### src/rtl/rampa_pwm_driver.sv
// Soft-start PWM driver: decodes one-hot ramp stage lines, slews duty per PWM period.
// Optional RAMPA_PWM_SOFTSTOP_EN: code 000 ramps duty down instead of cutting it.
module rampa_pwm_driver #(
  parameter int PWM_BITS = 8,
  parameter int STEP     = 16,
  parameter int D30      = 77,
  parameter int D50      = 128,
  parameter int D100     = 255
) (
  input  logic                clk,
  input  logic                rst_n,
  input  logic                ena,
  input  logic                stage_30,
  input  logic                stage_50,
  input  logic                stage_100,
  output logic                pwm_out,
  output logic [PWM_BITS-1:0] duty,
  output logic                at_target,
  output logic                fault
);

  typedef enum logic [1:0] {
    IDLE,
    RAMP,
    HOLD,
    FAULT
  } state_t;

  localparam logic [PWM_BITS-1:0] MAX = '1;
  localparam logic [PWM_BITS:0]   S_EXT = STEP[PWM_BITS:0];

  state_t              state_q, state_d;
  logic [2:0]          stage_q;
  logic [PWM_BITS-1:0] cnt_q;
  logic [PWM_BITS-1:0] duty_q, duty_d;
  logic [PWM_BITS-1:0] tgt_q, tgt_d;
  logic [PWM_BITS-1:0] dec_tgt;
  logic [PWM_BITS-1:0] step_val;
  logic [PWM_BITS:0]   d_ext, t_ext, up, dn;
  logic                dec_ok;
  logic                wrap;
  logic                stop_now;
  logic                pwm_q;

  assign wrap = ena && (cnt_q == MAX);

  always_comb begin
    dec_ok  = 1'b1;
    dec_tgt = '0;
    case (stage_q)
      3'b000:  dec_tgt = '0;
      3'b001:  dec_tgt = D30[PWM_BITS-1:0];
      3'b010:  dec_tgt = D50[PWM_BITS-1:0];
      3'b100:  dec_tgt = D100[PWM_BITS-1:0];
      default: dec_ok  = 1'b0;
    endcase
  end

`ifdef RAMPA_PWM_SOFTSTOP_EN
  assign stop_now = 1'b0;
`else
  assign stop_now = (dec_tgt == '0);
`endif

  // One extra bit keeps duty+STEP from wrapping before the clamp
  always_comb begin
    d_ext    = {1'b0, duty_q};
    t_ext    = {1'b0, tgt_q};
    up       = d_ext + S_EXT;
    dn       = d_ext - S_EXT;
    step_val = duty_q;
    if (d_ext < t_ext) begin
      step_val = (up > t_ext) ? tgt_q : up[PWM_BITS-1:0];
    end else if (d_ext > t_ext) begin
      step_val = (d_ext >= t_ext + S_EXT) ? dn[PWM_BITS-1:0] : tgt_q;
    end
  end

  always_comb begin
    state_d = state_q;
    duty_d  = duty_q;
    tgt_d   = dec_ok ? dec_tgt : tgt_q;
    if (!dec_ok) begin
      state_d = FAULT;
      duty_d  = '0;
    end else if (ena) begin
      unique case (state_q)
        IDLE: begin
          if (dec_tgt != '0) state_d = RAMP;
        end
        RAMP: begin
          if (stop_now) begin
            state_d = IDLE;
            duty_d  = '0;
          end else if (wrap) begin
            duty_d = step_val;
            if (step_val == tgt_q)
              state_d = (tgt_q == '0) ? IDLE : HOLD;
          end
        end
        HOLD: begin
          if (stop_now) begin
            state_d = IDLE;
            duty_d  = '0;
          end else if (tgt_q != duty_q) begin
            state_d = RAMP;
          end
        end
        FAULT: begin
          if (dec_tgt == '0) begin
            state_d = IDLE;
            duty_d  = '0;
          end
        end
        default: state_d = IDLE;
      endcase
    end
  end

  always_ff @(posedge clk) begin
    if (!rst_n) begin
      state_q <= IDLE;
      stage_q <= '0;
      cnt_q   <= '0;
      duty_q  <= '0;
      tgt_q   <= '0;
      pwm_q   <= 1'b0;
    end else begin
      state_q <= state_d;
      stage_q <= {stage_100, stage_50, stage_30};
      duty_q  <= duty_d;
      tgt_q   <= tgt_d;
      if (ena) cnt_q <= cnt_q + 1'b1;
      pwm_q <= ena && (state_q != FAULT) &&
               ((duty_q == MAX) || (cnt_q < duty_q));
    end
  end

  assign pwm_out   = pwm_q;
  assign duty      = duty_q;
  assign at_target = (state_q == IDLE) || (state_q == HOLD);
  assign fault     = (state_q == FAULT);

endmodule

### config.mk
export PLATFORM = sky130hd
export DESIGN_NAME = rampa_pwm_driver
export DESIGN_NICKNAME = d
export VERILOG_FILES = /design/src/rtl/rampa_pwm_driver.sv
export SDC_FILE = /design/constraint.sdc
export NUM_CORES = 1
export LEC_CHECK = 0
export CAP_MARGIN = 20
export CORE_MARGIN = 3
export CORE_UTILIZATION = 55
export DETAILED_ROUTE_END_ITERATION = 7
export GPL_TIMING_DRIVEN = 0
export PLACE_DENSITY = 0.76
export SLEW_MARGIN = 15
export SYNTH_ARGS = -nofsm -noshare
export SYNTH_HDL_FRONTEND = slang
export SYNTH_SLANG_ARGS = --single-unit
### constraint.sdc
create_clock -name clk -period 5.8 [get_ports clk]
set_clock_uncertainty 0.05 [all_clocks]
set_input_delay 1.16 -clock clk [delete_from_list [all_inputs] [get_ports clk]]
set_output_delay 1.16 -clock clk [all_outputs]
set_load 0.01 [all_outputs]
* After elaboration in Yosys (flattened, before gate mapping)
Cells that the tools add are included.
Operators by class: $add $sub $neg 4, multipliers 0, divide/modulo/power cells 0, $lt $le $gt $ge 5, equality and inequality tests 19, shift-type cells 0, mux-type cells 21, bitwise logic cells 0, reductions and logical operators 16
Operator list (number):
- 8-bit 2-to-1 mux | 7
- 8-bit case mux with 3 select lines | 1
- 2-bit 2-to-1 mux | 10
- 8-bit by 5-bit adder with 9-bit output (second input constant) | 2
- 8-bit equality test (second input constant) | 2
- 8-bit zero test | 2
- 8-bit less-than comparator | 2
- 8-bit case mux with 2 select lines | 1
- 4-bit inequality test (second input constant) | 3
- 8-bit by 9-bit greater-or-equal comparator with 1-bit output | 1
- 9-bit by 8-bit greater-than comparator with 1-bit output | 1
- 8-bit by 1-bit adder with 8-bit output (second input constant) | 1
- 8-bit equality test | 1
- 8-bit greater-than comparator | 1
- 8-bit inequality test | 1
- 2-bit case mux with 4 select lines | 1
- 8-bit nonzero test | 1
- 8-bit by 5-bit subtractor with 8-bit output (second input constant) | 1
- 3-bit inequality test (second input constant) | 2
- 6-bit AND reduction | 1
- 2-bit equality test (second input constant) | 2
- 2-bit inequality test (second input constant) | 2
- 4-bit AND reduction | 1
- 4-bit OR reduction | 1
- 14 further kinds | 17
Word-level totals: register bits after elaboration 30, latch bits 0, bits in writable memories 0, bits in read-only memories 0, input bits 6, memories 0

* Logic depth before layout (Yosys ltp)
Gate-level depths: netlist of run 1.
depth after elaboration 12, gate-level depth with buffers 13

* Worst setup path after synthesis of run 1
OpenSTA, ideal clock, no wires.
path kind reg-to-reg, from reg duty_q[4], in the netlist duty[4], to reg state_q[1], arrival 3.029 ns, required time 5.664 ns, path slack 2.635 ns, stages on the path, launching flop included 13, buffers on the path 0, clock period less this slack 3.165 ns, path through dfxtp_1 -> inv_1 -> ha_1 -> ha_1 -> a311o_1 -> a21oi_1 -> a211o_1 -> nand2_2 -> a31oi_4 -> o21ai_2 -> mux2_4 -> o311a_1 -> a211oi_1
Between the ends: cells in the longest elaborated chain, start to end 7
RTL lines:
- from (decl) | line 35 | logic [PWM_BITS-1:0] duty_q, duty_d;
- from (signal assigned) | line 131 | duty_q <= duty_d;
- 8-bit by 5-bit adder with 9-bit output (tied with other cells) | line 69 | up = d_ext + S_EXT;
- 9-bit by 8-bit greater-than comparator with 1-bit output / 8-bit 2-to-1 mux (equally long branches) | line 73, 75
- 8-bit 2-to-1 mux, on equally long branches | line 73, 74
- 8-bit 2-to-1 mux | line 72 | if (d_ext < t_ext) begin
- 8-bit equality test | line 97 | if (step_val == tgt_q)
- 4-bit inequality test (no line)
- 6-bit AND reduction (no line) (*)
- to (signal assigned) | line 129 | state_q <= state_d;
- to (decl) | line 32 | state_t state_q, state_d;
Every way passes the cells marked *; elsewhere a longest branch is shown, timed or not. A chain may end at the register's enable or synchronous reset.

* Worst setup path in the final report of run 1
Same ends and word-level chain as after synthesis.

==> run summary, run 1 <==
The cell sitting at the root of the clock tree is a sky130_fd_sc_hd__clkbuf_8. The setup violation total in the final timing report came out at 0. The endpoint identified for the worst register-to-register timing path is state_q[1]. The flow ran to the end, and the final reports show no timing, DRC or antenna violations.

The data arrival time at the worst-slack endpoint is 3830 ps. Detailed routing inserted a total of 2038 vias. TritonCTS built the clock tree.

The share of total power consumed by net switching is 35.0%. The total standard cell area after synthesis came out at 2170 µm². The area used by sequential logic in the layout came out at 500 µm². The net switching component of the power is 160 µW. The number of DRC markers in iteration 0 is 160. The number of nets in the layout came out at 317. The final critical-path share of the clock period came out at 64.0%. After clock tree synthesis, the setup repair step added 0 buffers. The die extent in x is 68.8 µm. The setup slack of the worst register-to-register path came out at 2090 ps.

The number of sinks on the clock net came out at 25. After synthesis, flip-flops and latches occupy 23.1% of the total area. The combinational cell fraction of total power is 36.3%.

In the synthesized netlist, the number of instances is 265. The filler-free cell count of the finished design came out at 331. The top-level I/O count is 17.

Setup repair after global routing left no endpoint under its margin. Counting I/O delays and the setup requirement, the final critical path takes 3710 ps. The CTS H-tree depth came out at 1. The first global-routing pass estimated 9.09 mm of wire.

The kind of critical path is reg -> reg. The mean instance size in the synthesized netlist came out at 8.17 µm². Counting the buffers created by CTS gives 3. The static leakage is 0.936 nW.

The final weighted congestion of routability-driven global placement is 0.949. The post-synth net total came out at 298. The length of the first detailed-routing pass in iterations is 4. STA puts the critical path data required time at 5920 ps. The depth of the worst register-to-register path came out at 13.

In the synthesized netlist the dominant register cell turns out to be sky130_fd_sc_hd__dfxtp_1. The maximum clock rate is 269 MHz. By count the netlist is led by sky130_fd_sc_hd__nor2_1, sky130_fd_sc_hd__ha_1, sky130_fd_sc_hd__dfxtp_1, sky130_fd_sc_hd__a21oi_1, sky130_fd_sc_hd__inv_1.

The starting density of the core came out at 58.3%. The clock network latency to the later pin of the worst-skew pair is 270 ps. The remaining antenna violation count is 0.

The worst hold path belongs to the class reg -> reg. The final number of hold-violating endpoints came out at 0. The number of different library cells used by synthesis comes to 63. Counting flops with a built-in enable in the synthesized netlist gives 0. Counting stages on the worst path, the most repeated cell is sky130_fd_sc_hd__ha_1. The initial antenna violation count came out at 0. The largest fanout on the critical path came out at 9. The cell with the largest stage delay on the worst path is sky130_fd_sc_hd__dfxtp_1.

After clock tree synthesis, the flow added hold-fix buffers numbering 0. The internal power of the cells totals 298 µW. The total wire length came out at 5.33 mm. The layout cell share with drive strength beyond 1 is 9.89%. Including well taps, the total number of placed cells is 327. The area of the core is 3720 µm². In this run the most critical hold path is launched from duty[0]. Sorting the synthesized cells by area gives the leading types as sky130_fd_sc_hd__dfxtp_1, sky130_fd_sc_hd__ha_1, sky130_fd_sc_hd__a21oi_1, sky130_fd_sc_hd__nor2_1, sky130_fd_sc_hd__inv_1. The part of the total power dissipated in sequential elements is 41.2%. The total of flip-flops plus latches after synthesis is 25. The path with the worst hold slack has its endpoint at duty[0]. The share of synthesized registers carrying an async set or reset is 0%. The HPWL after detailed placement came out at 4.14 mm. The max-capacitance violation count came out at 0. The worst hold path was traced through 2 stages.

The number of buffer cells added on primary ports is 14. Traced cell by cell, the critical path runs through ha_1 > xnor2_1 > inv_1 > ha_1 > a311o_1 > a21oi_1 > a211o_1 > nand2_2 > a22o_2 > a2111oi_2 > a41o_1 > o31ai_1 > a211oi_1. The critical path startpoint category is a flip-flop. The total number of yosys warnings is 0.

The die area is 4730 µm². The startpoint of the lowest-slack register-to-register path is duty[4]. Measured along the y axis, the die boundary spans 68.8 µm. In the final routed layout, each cell accounts on average for 16.1 µm. The largest net degree at the start of global routing is 14. The repair_antennas step left the layout with diodes totalling 0. The number of max-slew violations in the final report came out at 0. The overall global routing resource usage is 25.0%.

The highest cell delay on the worst timing path is 440 ps. Among all cell types in the netlist, the one instantiated most often is sky130_fd_sc_hd__nor2_1. The post-cts gate resize count came out at 0. The total power divided by cell area is 190 nW/µm². The kind of end point of the critical path is a flip-flop.

For the pin with the worst max-slew slack, the measured transition is 525 ps. The layout-stage area growth over the synthesis result came out at 11.3%. The count of fill cells added during filler insertion is 346. The share of total power dissipated in the clock network is 22.5%.

In the routed layout, each cell is associated on average with a via count of 6.16. The post-CTS clock slew at the launch and capture registers of the worst setup and hold paths is 90 ps. The floorplan row count came out at 22. The final total negative setup slack came out at 0 ps.

The number of global-route vias before repair came out at 1948. sky130_fd_sc_hd__dfxtp_1 takes more of the synthesized area than any other cell. The maximum root-to-sink buffer count is 2. The normalized max-slew margin is 65.0%.

The top cell type's share of synthesized area is 23.1%. After detailed routing, the number of remaining DRC violations is 0. The maximum VDD drop came out at 0.219 mV. The footprint of the multi-input gates came out at 1550 µm². Global routing finished with a remaining overflow of 0.
[state kept, by name, indices dropped and copies added (netlist names)]
name / count
state_q: 2
stage_q: 3
duty: 8
cnt_q: 8
pwm_out: 1
tgt_q: 3
[cell usage in the layout (no fill, tap or decap), types with 3 or more instances in the layout]
master and instances:
sky130_fd_sc_hd__o21a_1 3, sky130_fd_sc_hd__xnor2_1 7, sky130_fd_sc_hd__dfxtp_1 25, sky130_fd_sc_hd__ha_1 27, sky130_fd_sc_hd__clkbuf_8 3, sky130_fd_sc_hd__buf_2 5, sky130_fd_sc_hd__xor2_1 5, sky130_fd_sc_hd__o21ai_1 3
sky130_fd_sc_hd__and2_1 3, sky130_fd_sc_hd__clkdlybuf4s50_1 14, sky130_fd_sc_hd__clkbuf_1 5, sky130_fd_sc_hd__inv_1 18, sky130_fd_sc_hd__o211ai_1 4, sky130_fd_sc_hd__a21oi_1 23, sky130_fd_sc_hd__o31ai_1 4, sky130_fd_sc_hd__a31oi_1 3
sky130_fd_sc_hd__nor3_1 5, sky130_fd_sc_hd__a211oi_1 3, sky130_fd_sc_hd__a221oi_1 4, sky130_fd_sc_hd__nand3_1 7, sky130_fd_sc_hd__a21o_1 8, sky130_fd_sc_hd__nand4_1 6, sky130_fd_sc_hd__nand2_1 16, sky130_fd_sc_hd__o21ai_0 9
sky130_fd_sc_hd__nor2_1 28
[metrics by stage]
| stage | util [%] | hold WS [ps] | setup slack, ps | cell area, µm² | total power, mW |
|---|---|---|---|---|---|
| after global placement | 63.7 | 454 | 2170 | 2370 | 0.351 |
| after floorplan | - | 438 | 2630 | 2170 | 0.316 |
| after CTS | 64.9 | 468 | 2120 | 2410 | 0.459 |
| after detailed placement | 63.7 | 455 | 2160 | 2370 | 0.355 |
| after global routing | 64.9 | 508 | 1830 | 2410 | 0.487 |
| final | 64.9 | 465 | 2090 | 2410 | 0.458 |
[critical path, delay by kind of cell, from the launching register on]
kind,cells,cell delay (ps)
buffers and inverters,1,90
adders and majority gates,2,630
DFF,1,440
AOI/OAI and AO/OA,8,1860
and+or+nand+nor,1,160
xor gates and xnor gates,1,400
[power by group through the flow]
stage	logic [mW]	registers [mW]	clock network, mW
final	0.166	0.189	0.103
after global routing	0.184	0.190	0.113
after floorplan	0.125	0.190	0
after global placement	0.159	0.192	0
after CTS	0.164	0.188	0.107
after detailed placement	0.162	0.193	0
[per-layer routing]
| layer | GRT usage (%) | vias up | share of wire [%] |
|---|---|---|---|
| li1 | - | 1026 | - |
| met3 | 3.08 | 4 | 5.2 |
| met5 | 0 | - | 0 |
| met4 | 6.57 | 0 | 0.77 |
| met2 | 40.5 | 56 | 46 |
| met1 | 35.0 | 952 | 48 |
[layout make-up]
type,instances,share of cell area [%]
Multi-Input combinational cell,211,64.3
Sequential cell,25,20.8
Timing Repair Buffer,14,5.81
Inverter,20,3.11
Tap cell,48,2.49
Clock buffer,4,1.87
Buffer,9,1.66
[cell families after synthesis]
| family | share of synthesized area [%] |
|---|---|
| AO/OA/AOI/OAI | 30.3 |
| adder cells (fa/ha/maj) | 15.6 |
| XOR/XNOR | 4.85 |
| flip-flops | 23.1 |
| AND/OR/NAND/NOR | 19.6 |
| buffers and inverters | 5.31 |
| multiplexers | 1.16 |
[how the worst max path moves through the flow]
stage                   from         end  slack (ps)
floorplan            duty[4]  state_q[1]        2630
global placement    tgt_q[5]  state_q[1]        2170
detailed placement  tgt_q[5]  state_q[1]        2160
CTS                 tgt_q[5]  state_q[1]        2120
global route         duty[4]  state_q[1]        1830
finish               duty[4]  state_q[1]        2090
(Power assumes the default switching activity.)
==> inputs of run 2 (changes only) <==
==> constraint.sdc (replaced) <==
create_clock -name clk -period 3.8 [get_ports clk]
set_clock_uncertainty 0.05 [all_clocks]
set_input_delay 0.76 -clock clk [delete_from_list [all_inputs] [get_ports clk]]
set_output_delay 0.76 -clock clk [all_outputs]
set_load 0.01 [all_outputs]
==> run summary, run 2 (synthesis results as in run 1) <==
The final cell utilization of the core is 65.2% (+0.34 points). The number of buffer cells added on primary ports is 14 (unchanged). The maximum VDD drop came out at 0.334 mV (+52%). The final weighted congestion of routability-driven global placement came to 0.949 (unchanged). The number of sinks on the clock net is 25 (unchanged).

The initial antenna violation count came out at 0 (unchanged). The die area is 4730 µm² (unchanged). The final number of hold-violating endpoints was 0 (unchanged). The top-level I/O count is 17 (unchanged). The data arrival time at the worst-slack endpoint is 3740 ps (-90 ps). The overall global routing resource usage came out at 25.0% (unchanged). STA classifies the critical path endpoint as a flip-flop. The startpoint identified for the worst hold timing path is duty[0]. The flow ran to the end, and the final reports show no timing, DRC or antenna violations. The area used by sequential logic in the layout is 504 µm² (+0.75%).

The footprint of the multi-input gates is 1560 µm² (+0.48%). The minimum clock period after layout is 3620 ps (-91.3 ps). The worst hold path cell count came out at 2 (unchanged). The setup violation total in the final timing report came to 0 (unchanged). The via count normalized by instance count came out at 6.11 (-0.79%).

STA classifies the critical path startpoint as a flip-flop. The slew of the pin with the lowest slew margin came to 509 ps (-16.9 ps). The worst setup timing slack at the placement stage is 158 ps (-2000 ps). The HPWL after detailed placement came out at 4.14 mm (unchanged). The maximum root-to-sink buffer count came to 2 (unchanged).

The normalized max-slew margin came to 66.0% (+1.1 points). The remaining antenna violation count is 0 (unchanged). The total power divided by cell area came to 288 nW/µm² (+52%).

The post-placement cell count came to 327 (unchanged). The area of the core is 3720 µm² (unchanged). The data required time of the critical path is 3920 ps (-2000 ps).

The number of antenna cells inserted is 0 (unchanged). The number of global-route vias before repair is 1948 (unchanged). The post-CTS clock slew at the launch and capture registers of the worst setup and hold paths is 90 ps (about the same). The die extent in x came out at 68.8 µm (unchanged). Setup repair after global routing left no endpoint under its margin. The CTS H-tree depth is 1 (unchanged). The layout cell share with drive strength beyond 1 was 11.7% (+1.8 points). The post-layout worst setup margin is 180 ps (-1910 ps).

The total clock buffers created by CTS is 3 (unchanged). The setup slack of the worst register-to-register path came out at 180 ps (-1910 ps). The largest net degree at the start of global routing is 14 (unchanged). The total wire length came out at 5.31 mm (-0.28%). The library cell used most frequently in the layout, excluding fill and tap cells, is sky130_fd_sc_hd__nor2_1.

The CTS tree is yes. The routed length per placed instance was 16.0 µm (-0.28%). The floorplan row count is 22 (unchanged). The leftover overflow at the end of global routing is 0 (unchanged).

The endpoint identified for the worst register-to-register timing path is state_q[1]. The starting density of the core came out at 58.3% (unchanged). The cell area reported after detailed placement is 2370 µm² (unchanged). The die height came out at 68.8 µm (unchanged). The worst hold path endpoint is duty[0]. The number of nets in the layout came to 317 (unchanged). The max-capacitance violation count is 0 (unchanged). The length of the first detailed-routing pass in iterations came out at 5 (+1).

The remaining routing DRC violations came to 0 (unchanged). The final total negative setup slack is 0 ps (unchanged). The number of max-slew violations in the final report is 0 (unchanged). The filler-free cell count of the finished design is 331 (unchanged). The maximum clock rate is 276 MHz (+2.5%).

The quantity of hold-fixing buffers added after cts came out at 0 (unchanged). The worst hold slack came out at 465 ps (-0.0650 ps). The path class of the tightest hold or removal check is reg -> reg.

The worst register-to-register path begins at tgt_q[6]. The kind of critical path is reg -> reg. The post-layout total power is 699 µW (+53%). The final critical-path share of the clock period came to 95.3% (+31 points). The routed via count is 2022 (-0.79%). The wire length of the first global-routing pass is 9.09 mm (unchanged). The largest fanout on the critical path is 7 (-2). The number of DRC markers in iteration 0 came out at 159 (-0.63%).

The layout-stage area growth over the synthesis result came out at 11.9%. The static leakage came to 0.942 nW (+0.61%). The root buffer cell chosen for the clock tree is sky130_fd_sc_hd__clkbuf_8.

The post-route standard cell area excluding fillers came out at 2420 µm² (+0.52%). The clock network latency to the later pin of the worst-skew pair was 260 ps (about the same). The depth of the worst register-to-register path came out at 12 (-1). The count of fill cells added during filler insertion is 347 (+0.29%). The library cells used most frequently in the layout, excluding fill and tap cells, are sky130_fd_sc_hd__nor2_1, sky130_fd_sc_hd__ha_1, sky130_fd_sc_hd__a21oi_1.
-- run 2: area by class of cell --
| cell class | instances | share of cell area [%] |
|---|---|---|
| multi-input cells | 211 | 64.3 |
| flip-flops and latches | 25 | 20.8 |
| repair buffers | 14 | 5.78 |
| inverters | 20 | 3.10 |
| well taps | 48 | 2.48 |
| clock buffers | 4 | 1.86 |
| plain buffers | 9 | 1.70 |
-- run 2: repair_timing --
item	in CTS	in global routing
setup endpoints to repair	0	2
gates resized for setup	0	6
buffers inserted	0	0
-- run 2: critical path: stages, from the launching register on --
cell                       delay, ps
sky130_fd_sc_hd__dfxtp_1         460
sky130_fd_sc_hd__inv_1           210
sky130_fd_sc_hd__ha_1            330
sky130_fd_sc_hd__inv_1            40
sky130_fd_sc_hd__ha_1            300
sky130_fd_sc_hd__o21ai_0         380
sky130_fd_sc_hd__a221oi_2        110
sky130_fd_sc_hd__o31ai_1         330
sky130_fd_sc_hd__o21ba_1         210
sky130_fd_sc_hd__o21ai_2         220
sky130_fd_sc_hd__mux2_4          330
sky130_fd_sc_hd__o311a_1         330
sky130_fd_sc_hd__a211oi_1        230
-- run 2: routing by layer --
metal	vias up	global-route usage, %	wire, µm
met3	4	3.08	292
met5	-	0	0
met4	0	6.57	41
met1	941	35.0	2540
met2	50	40.5	2440
li1	1027	-	-
-- run 2: worst max-delay path by stage --
stage	from	slack [ps]	to	cells past startpoint
2_1_floorplan	duty[4]	630	state_q[1]	12
3_3_place_gp	tgt_q[5]	170	state_q[1]	12
3_5_place_dp	tgt_q[5]	160	state_q[1]	12
4_1_cts	tgt_q[5]	120	state_q[1]	12
5_1_grt	tgt_q[6]	4	state_q[1]	12
6_report	tgt_q[6]	180	state_q[1]	12
-- run 2: where the power goes --
group / leakage [nW] / total [mW] / internal, mW / switching (mW)
Clock: 0.0228 / 0.157 / 0.0749 / 0.0819
Sequential: 0.205 / 0.288 / 0.274 / 0.0141
Combinational: 0.714 / 0.255 / 0.106 / 0.149
Total: 0.942 / 0.699 / 0.454 / 0.245
